<file path="config.mk">
export PLATFORM = sky130hd
export DESIGN_NAME = pq_symbol_unpacker
export DESIGN_NICKNAME = d
export VERILOG_FILES = /design/src/rtl/pq_symbol_unpacker.sv
export SDC_FILE = /design/constraint.sdc
export NUM_CORES = 1
export LEC_CHECK = 0
export BUFFER_PORTS_ARGS = -buffer_cell sky130_fd_sc_hd__buf_2
export CAP_MARGIN = 40
export CELL_PAD_IN_SITES_DETAIL_PLACEMENT = 2
export CELL_PAD_IN_SITES_GLOBAL_PLACEMENT = 2
export CORE_ASPECT_RATIO = 1.5
export CORE_UTILIZATION = 33
export DETAILED_ROUTE_END_ITERATION = 7
export PLACE_DENSITY = 0.77
export SYNTH_ARGS = -nofsm -noshare
export SYNTH_HDL_FRONTEND = slang
export SYNTH_SLANG_ARGS = --single-unit
</file>
<file path="constraint.sdc">
create_clock -name clk -period 2.5 [get_ports clk]
set_clock_uncertainty 0.2 [all_clocks]
set_input_delay 0.25 -clock clk [delete_from_list [all_inputs] [get_ports clk]]
set_output_delay 0.25 -clock clk [all_outputs]
set_load 0.1 [all_outputs]
</file>
<file path="src/rtl/pq_symbol_unpacker.sv">
// Unpacks a word of PQ_SYMBOLS packed 4-bit symbols into one symbol per cycle.
// Optional macro PQ_UNPACK_MSB_FIRST_EN selects MSB-first emission order.
module pq_symbol_unpacker #(
    parameter int  PQ_SYMBOLS = 8,
    localparam int CNT_W      = $clog2(PQ_SYMBOLS + 1),
    localparam int IDX_W      = $clog2(PQ_SYMBOLS)
) (
    input  logic                    clk,
    input  logic                    rst_n,
    input  logic                    i_en,
    input  logic                    i_valid,
    output logic                    o_ready,
    input  logic [PQ_SYMBOLS*4-1:0] i_all_symbols_4b,
    input  logic [CNT_W-1:0]        i_num_symbols,
    output logic                    o_valid,
    input  logic                    i_ready,
    output logic [3:0]              o_symbol_4b,
    output logic [IDX_W-1:0]        o_index,
    output logic                    o_last
);

    localparam int W = PQ_SYMBOLS * 4;

    typedef enum logic {
        IDLE = 1'b0,
        SEND = 1'b1
    } state_t;

    state_t           state_q, state_d;
    logic [W-1:0]     shift_q, shift_d;
    logic [CNT_W-1:0] count_q, count_d;
    logic [IDX_W-1:0] idx_q, idx_d;
    logic             live_q, live_d;

    logic             sending;
    logic             is_last;
    logic             xfer;
    logic             accept;
    logic [CNT_W-1:0] n_eff;
    logic [3:0]       cur_sym;
    logic [W-1:0]     shifted;

`ifdef PQ_UNPACK_MSB_FIRST_EN
    assign cur_sym = shift_q[W-1 -: 4];
    assign shifted = {shift_q[W-5:0], 4'h0};
`else
    assign cur_sym = shift_q[3:0];
    assign shifted = {4'h0, shift_q[W-1:4]};
`endif

    // Handshakes: a word moves when i_valid & o_ready, a symbol when o_valid & i_ready.
    // live_q keeps o_ready low until the first clock after reset release.
    assign sending = (state_q == SEND);
    assign is_last = sending && (CNT_W'(idx_q) == (count_q - CNT_W'(1)));
    assign xfer    = sending && i_ready;
    assign o_ready = live_q && i_en && (!sending || (xfer && is_last));
    assign accept  = i_valid && o_ready;
    assign n_eff   = (i_num_symbols > CNT_W'(PQ_SYMBOLS)) ? CNT_W'(PQ_SYMBOLS) : i_num_symbols;

    assign o_valid     = sending;
    assign o_symbol_4b = sending ? cur_sym : 4'h0;
    assign o_index     = sending ? idx_q : '0;
    assign o_last      = is_last;

    always_comb begin
        state_d = state_q;
        shift_d = shift_q;
        count_d = count_q;
        idx_d   = idx_q;
        live_d  = 1'b1;
        // Accepting while sending only happens on the last transfer, so a load covers both.
        if (accept) begin
            if (n_eff != '0) begin
                state_d = SEND;
                shift_d = i_all_symbols_4b;
                count_d = n_eff;
                idx_d   = '0;
            end else begin
                state_d = IDLE;
            end
        end else if (xfer) begin
            if (is_last) begin
                state_d = IDLE;
            end else begin
                shift_d = shifted;
                idx_d   = idx_q + IDX_W'(1);
            end
        end
    end

    always_ff @(posedge clk or negedge rst_n) begin
        if (!rst_n) begin
            state_q <= IDLE;
            shift_q <= '0;
            count_q <= '0;
            idx_q   <= '0;
            live_q  <= 1'b0;
        end else begin
            state_q <= state_d;
            shift_q <= shift_d;
            count_q <= count_d;
            idx_q   <= idx_d;
            live_q  <= live_d;
        end
    end

endmodule

</file>
==> key figures, run 1 <==
Placed design
  • Routability cong.: 0.697
  • Placed Instances: ~310
  • PortBufs: 50
  • Placed instance area: about 2400 um2
  • Post-detail-place hpwl: slightly below 4000 um

Layout
  • Fin cells: roughly 330
  • Final net count: between 300 and 400
  • Antenna cells: 0
  • Most common cell after layout, fill and taps aside: buf_2
  • Layout cells sized above 1: 39.2%
  • Post-route cell area: 2770 um2
  • Commonest non-fill, non-tap cells in the layout: buf_2, dfrtp_1, nor2_1
  • P&R area growth vs syn: 35.3%
  • Util after Layout: between 40 and 50%

Min path
  • WHS Path Cells: 2
  • Worst Hold Path EP: count_q[2]$_DFFE_PN0P_
  • Hold Path Origin: i_num_symbols[2]
  • HP Class: input pin to register

STA
  • Final setup viols: 1
  • Crit path time final: between 2000 and 3000 ps
  • Tightest Pin Transition: about 540 ps
  • Period utilisation layout: 101%
  • Hold_ws: around 13 ps
  • RSZ-0062 raised after global routing: true
  • Pins Over Slew Limit: 0
  • Fmax: about 0.39 GHz
  • Final hold violation count: 0
  • Slew HR: about 64%
  • Setup WS post-layout: -33.4 ps

Worst setup path
  • Beginning of the critical path: count_q[0]$_DFFE_PN0P_
  • RR Endpoint: shift_q[8]$_DFFE_PN0P_
  • Crit path max fanout: 10
  • Reg2Reg Setup Slack: -30 ps
  • CP Launch Type: register
  • CP arrival: ~2500 ps
  • Worst Reg-to-Reg Cells: 10
  • Kind of critical path: register to register
  • Crit end category: register
  • Worst reg2reg startpoint: count_q[0]$_DFFE_PN0P_
  • Critical path required time: between 2000 and 2500 ps

Pwr
  • Net switching power figure: ~1.6 mW
  • Peak supply drop: 0.000417 V
  • Pint: about 1.9 mW
  • Seq pwr share: 32.1%
  • Total chip power: 3.51 mW
  • Power Dens Cells: 1270 nW/um2
  • Gate power share: just over 50%
  • Sw Share: between 40% and 50%
  • Leakage: around 1.2 nW
  • Clock Power Share: between 10% and 20%

GRT
  • Vias in the first global route: about 1900
  • First-pass GRT wire length: ~8800 um
  • Busiest grt layer: met2
  • GRT Overall Usage: a little under a fifth
  • Routing usage on met3: 2.92%
  • Met2 track demand over resource: 34.5%
  • Grt met1 use: between 10% and 20%
  • Total grt overflow: 0
  • Initial antenna violation count: 0
  • Largest net degree at the start of global routing: 33

Route
  • Via density: 5.00
  • Residual DRC: 0
  • Routed Antenna Nets: 0
  • DRT Wirelength: 5760 um
  • WL/cell: ~17 um
  • Detailed Routing Iterations Pass 1: 4
  • Via count: ~1700
  • Iter 0 DRT Violations: 36

Clocking
  • Total CTS buffers: 5
  • Clk_lat worst skew: roughly 290 ps
  • Clk pin slew, worst setup/hold paths: around 80 ps
  • Number of clock sinks: slightly above 40
  • CTS Root Cell: clkbuf_8
  • CTS tree: done
  • CTS H-tree depth: 2
  • Maximum buffer depth of the clock tree: 2

Synthesis
  • Part of the Yosys area used for sequential elements: between 50% and 60%
  • Post-synthesis simple-gate area fraction: between 10% and 20%
  • Post-Syn Area per Cell: roughly 11 um2
  • Synth top area share: 50.2%
  • Mux share of post-synthesis cell area: 14.7%
  • Post-Synthesis Cell Area: 2040 um2
  • Most used DFF post-synth: dfrtp_1
  • XOR/XNOR share of the synthesized area: 1.29%
  • Async S/R FF share, synth: between 90% and 100%
  • Main combinational cell family by area after synthesis: compound AO/OA/AOI/OAI gates
  • Net Count, Synth: around 240
  • Post-Syn Instances: between 150 and 200
  • FF+latch count, synth: 41
  • EDFF count, synth: 0
  • Library cells used by synthesis: 32
  • Yosys warning count: 0
  • Post-synthesis adder-cell area fraction: ~1.2%
  • Yosys top cell by area: dfrtp_1
  • Synth Area in Compound Gates: 15.4%
  • Top cells by area, synth: dfrtp_1, mux2i_1, a21oi_1

Floorplan
  • Die H: ~98 um
  • Die ar.: around 6500 um2
  • Core area: around 5900 um2
  • Initial core utilization: between 30% and 40%
  • Chip width: roughly 66 um
  • IO Pins: 51
  • Row cnt: 34

Job
  • Max_cap viols: 0

Status
  • Status: complete, but fails checks
  • Violated checks: setup timing
[cell type report]
| type | instances | area, um2 |
|---|---|---|
| clock buffers | 6 | 82.6 |
| clock inverters | 2 | 37.5 |
| fillers | 623 | 3100 |
| inverters | 10 | 37.5 |
| multi-input cells | 131 | 980 |
| flip-flops and latches | 41 | 1030 |
| well taps | 72 | 90.1 |
| repair buffers | 70 | 513 |
[routing by layer]
metal | share of wire (%) | wire length, um
met1 | 36 | 2090
met2 | 59 | 3420
met3 | 2.7 | 158
met4 | 1.5 | 87
met5 | 0 | 0
[worst max-delay path, cell delays in order (launching register included)]
cell and delay (ps):
dfrtp_1 380, inv_1 50, ha_2 180, xnor2_2 190
o211a_1 210, o2111ai_2 130, buf_4 180, a21oi_4 230
buf_6 210, mux2i_1 310, a21oi_1 140
[per-stage QoR]
stage,TNS (ps),setup WS (ps)
after global placement,0,125
after CTS,0,8.71
after detailed placement,0,65.5
after floorplan,0,238
final,-33.4,-33.4
after global routing,-602,-103
[cell usage after synthesis (2+ instances only)]
cell,instances
nand2b_1,2
nand2_1,3
inv_1,10
and2_1,9
o2bb2ai_1,5
dfrtp_1,41
mux2i_1,30
a21oi_2,3
nor2_1,29
o211a_1,2
a21oi_1,26
buf_2,6
buf_6,3
a22o_1,4
xor2_1,2
ha_1,2
[cells by family after synthesis]
| kind of cell | after synthesis |
|---|---|
| AO/OA/AOI/OAI | 46 |
| XOR/XNOR | 3 |
| adder cells (fa/ha/maj) | 2 |
| buffers and inverters | 21 |
| flip-flops | 41 |
| multiplexers | 30 |
| other | 1 |
| AND/OR/NAND/NOR | 49 |
[state kept, by name, summed over array words and instances, names as in the netlist]
register / count
shift_q: 32
count_q: 4
idx_q: 3
live_q: 1
o_valid: 1
[power by group through the flow]
stage               sequential (mW)  clock (mW)  combinational (mW)
finish                         1.13       0.564                1.82
CTS                            1.12       0.581                1.73
detailed placement             1.13           0                1.66
global placement               1.11           0                1.60
floorplan                      1.09           0                1.28
global route                   1.17       0.600                1.95
[worst max path at each step]
stage	to	slack, ps	depth (start not counted)
after CTS	shift_q[19]$_DFFE_PN0P_	9	10
final	shift_q[8]$_DFFE_PN0P_	-30	10
after detailed placement	shift_q[19]$_DFFE_PN0P_	70	9
after global routing	shift_q[8]$_DFFE_PN0P_	-100	10
after global placement	shift_q[30]$_DFFE_PN0P_	120	9
after floorplan	shift_q[1]$_DFFE_PN0P_	240	9
[repair_timing]
action,CTS,global route
pin swaps,1,5
setup endpoints to repair,2,27
cloned,0,1
gates resized for setup,2,18
endpoints found under the hold margin,25,0
buffers inserted,2,4
hold buffers,5,0
Note: power is estimated with default switching activity, not from simulation.
==> run 2, diff against run 1 <==
--- a/config.mk
+++ b/config.mk
@@ -13,6 +13,7 @@
 export CORE_UTILIZATION = 33
 export DETAILED_ROUTE_END_ITERATION = 7
 export PLACE_DENSITY = 0.77
+export RECOVER_POWER = 25
 export SYNTH_ARGS = -nofsm -noshare
 export SYNTH_HDL_FRONTEND = slang
 export SYNTH_SLANG_ARGS = --single-unit
==> run 2 against run 1 <==
Net effect:
- the run still ends with setup timing left
- first-iteration DRC count unchanged
- total power about the same
- count of clock-buffer cells in the layout unchanged
- sequential share of layout area about the same
- setup slack about the same
- worst hold slack about the same
- global-route usage unchanged
- sequential power about the same
- via count unchanged
- critical endpoint unchanged
- largest power group unchanged
==> key figures, run 2 (same netlist as run 1, synthesis figures left out) <==
STA
  • Period utilisation layout: 101% (about the same)
  • Final setup viols: 1 (unchanged)
  • Fmax: 0.395 GHz (unchanged)
  • RSZ-0062 raised after global routing: true
  • Crit path time final: 2530 ps (+0.000200 ps)
  • Tightest Pin Transition: 1290 ps (+755 ps)
  • Setup WS post-layout: -33.4 ps (-0.000200 ps)
  • Pins Over Slew Limit: 0 (unchanged)
  • Slew HR: 14.0% (-50 points)
  • Hold_ws: 13.3 ps (+0.000100 ps)
  • Fin Setup TNS: -33.4 ps (-0.000200 ps)
  • Final hold violation count: 0 (unchanged)

Worst setup path
  • Crit-path leading delay family: compound AO/OA/AOI/OAI gates
  • CP arrival: 2500 ps (about the same)
  • Crit path max fanout: 10 (unchanged)
  • Crit-path max cell delay: 380 ps (about the same)
  • Worst Reg-to-Reg Cells: 10 (unchanged)
  • Worst reg2reg startpoint: count_q[0]$_DFFE_PN0P_
  • Reg2Reg Setup Slack: -30 ps (about the same)
  • RR Endpoint: shift_q[8]$_DFFE_PN0P_
  • Kind of critical path: register to register
  • Critical path required time: 2470 ps (about the same)
  • CP Launch Type: register
  • WP buf/inv: 3 (unchanged)
  • Crit path cell chain: inv_1 > ha_2 > xnor2_2 > o211a_1 > o2111ai_2 > buf_4 > a21oi_4 > buf_6 > mux2i_1 > a21oi_1
  • Crit end category: register
  • Slowest-stage cell, CP: dfrtp_1

Route
  • DRT Wirelength: 5760 um (unchanged)
  • Iter 0 DRT Violations: 36 (unchanged)
  • Via density: 5.00 (unchanged)
  • WL/cell: 17.3 um (unchanged)
  • Routed Antenna Nets: 0 (unchanged)
  • Detailed Routing Iterations Pass 1: 4 (unchanged)
  • Residual DRC: 0 (unchanged)
  • Via count: 1660 (unchanged)

Clocking
  • CTS Root Cell: clkbuf_8
  • Total CTS buffers: 5 (unchanged)
  • CTS tree: done
  • Number of clock sinks: 41 (unchanged)
  • Clk_lat worst skew: 290 ps (about the same)
  • Maximum buffer depth of the clock tree: 2 (unchanged)
  • CTS H-tree depth: 2 (unchanged)
  • Clk pin slew, worst setup/hold paths: 80 ps (about the same)

Layout
  • Util after Layout: 47.1% (about the same)
  • P&R area growth vs syn: 35.3% (about the same)
  • Multi-input logic area: 980 um2 (unchanged)
  • Most common cell after layout, fill and taps aside: buf_2
  • Largest register FFs: 32 (unchanged)
  • Commonest non-fill, non-tap cells in the layout: buf_2, dfrtp_1, nor2_1
  • Top reg by flops: shift_q
  • Final net count: 302 (unchanged)
  • Antenna cells: 0 (unchanged)
  • Register area: 1030 um2 (unchanged)
  • Post-route cell area: 2770 um2 (about the same)
  • Fillers: 621 (-0.32%)
  • Layout cells sized above 1: 38.8% (-0.38 points)
  • Top flop regs: shift_q (32), count_q (4), idx_q (3)

GRT
  • Initial antenna violation count: 0 (unchanged)
  • Total grt overflow: 0 (unchanged)
  • First-pass GRT wire length: 8820 um (unchanged)
  • GRT Overall Usage: 18.4% (unchanged)
  • Largest net degree at the start of global routing: 33 (unchanged)
  • Vias in the first global route: 1885 (unchanged)

Placed design
  • Placed instance area: 2440 um2 (unchanged)
  • Post-detail-place hpwl: 3900 um (unchanged)
  • Placement Setup Slack: 65.5 ps (unchanged)
  • Routability cong.: 0.697 (unchanged)
  • PortBufs: 50 (unchanged)

Pwr
  • Seq pwr share: 32.1% (about the same)
  • Leakage: 1.18 nW (-0.23%)
  • Net switching power figure: 1.60 mW (about the same)
  • Power Dens Cells: 1270 nW/um2 (about the same)
  • Sw Share: 45.6% (about the same)
  • Gate power share: 51.8% (about the same)
  • Clock Power Share: 16.1% (about the same)
  • Peak supply drop: 0.000417 V (about the same)
  • Pint: 1.91 mW (about the same)

Status
  • Violated checks: setup timing
  • Status: complete, but fails checks

Floorplan
  • Row cnt: 34 (unchanged)
  • IO Pins: 51 (unchanged)
  • Initial core utilization: 34.8% (unchanged)
  • Die H: 98.4 um (unchanged)
  • Die ar.: 6520 um2 (unchanged)
  • Core area: 5870 um2 (unchanged)
  • Chip width: 66.3 um (unchanged)

Min path
  • HP Class: input pin to register
  • Hold Path Origin: i_num_symbols[2]
  • Worst Hold Path EP: count_q[2]$_DFFE_PN0P_
  • WHS Path Cells: 2 (unchanged)

Job
  • Max_cap viols: 0 (unchanged)
==> run 2: cell types whose count changed in the layout (fill, tap and decap cells not counted), sizes merged <==
cell / previous run / this run
clkbuf: 7 / 8
buf: 64 / 63
==> run 2: power groups by stage <==
stage               Clock (mW)  Sequential (mW)  Combinational, mW
floorplan                    0             1.09               1.28
global placement             0             1.11               1.60
detailed placement           0             1.13               1.66
CTS                      0.581             1.12               1.73
global route             0.600             1.17               1.95
finish                   0.564             1.13               1.82
==> run 2: cell type report <==
type / count / share of cell area (%)
clock inverter: 2 / 1.36
timing repair buffer: 70 / 18.5
clock buffer: 6 / 2.99
tap: 72 / 3.26
sequential: 41 / 37.1
inverter: 10 / 1.36
multi-input combinational: 131 / 35.4
==> run 2: worst max-delay path by stage <==
stage,startpoint,cells after the start,slack (ps),endpoint
after floorplan,count_q[0]$_DFFE_PN0P_,9,240,shift_q[1]$_DFFE_PN0P_
after global placement,count_q[0]$_DFFE_PN0P_,9,120,shift_q[30]$_DFFE_PN0P_
after detailed placement,count_q[0]$_DFFE_PN0P_,9,70,shift_q[19]$_DFFE_PN0P_
after CTS,count_q[1]$_DFFE_PN0P_,10,9,shift_q[19]$_DFFE_PN0P_
after global routing,count_q[0]$_DFFE_PN0P_,10,-100,shift_q[8]$_DFFE_PN0P_
final,count_q[0]$_DFFE_PN0P_,10,-30,shift_q[8]$_DFFE_PN0P_
==> run 2: what timing repair did <==
item | 4_1_cts | 5_1_grt
pin swaps | 1 | 5
endpoints found under the hold margin | 25 | 0
gates cloned | 0 | 1
resized for setup | 2 | 18
buffers inserted | 2 | 4
hold buffers | 5 | 0
endpoints found under the setup margin | 2 | 27
==> run 2: per-layer routing <==
layer | vias to the layer above | share of wire, % | GRT usage, %
met4 | 0 | 1.5 | 8.51
met3 | 6 | 2.7 | 2.92
met1 | 820 | 36 | 19.1
li1 | 797 | - | -
met2 | 37 | 59 | 34.5
met5 | - | 0 | 0
==> run 2: metrics by stage <==
step	total power, mW	std cells
2_1_floorplan	2.37	193
3_3_place_gp	2.72	312
3_5_place_dp	2.79	312
4_1_cts	3.43	327
5_1_grt	3.72	332
6_report	3.51	332
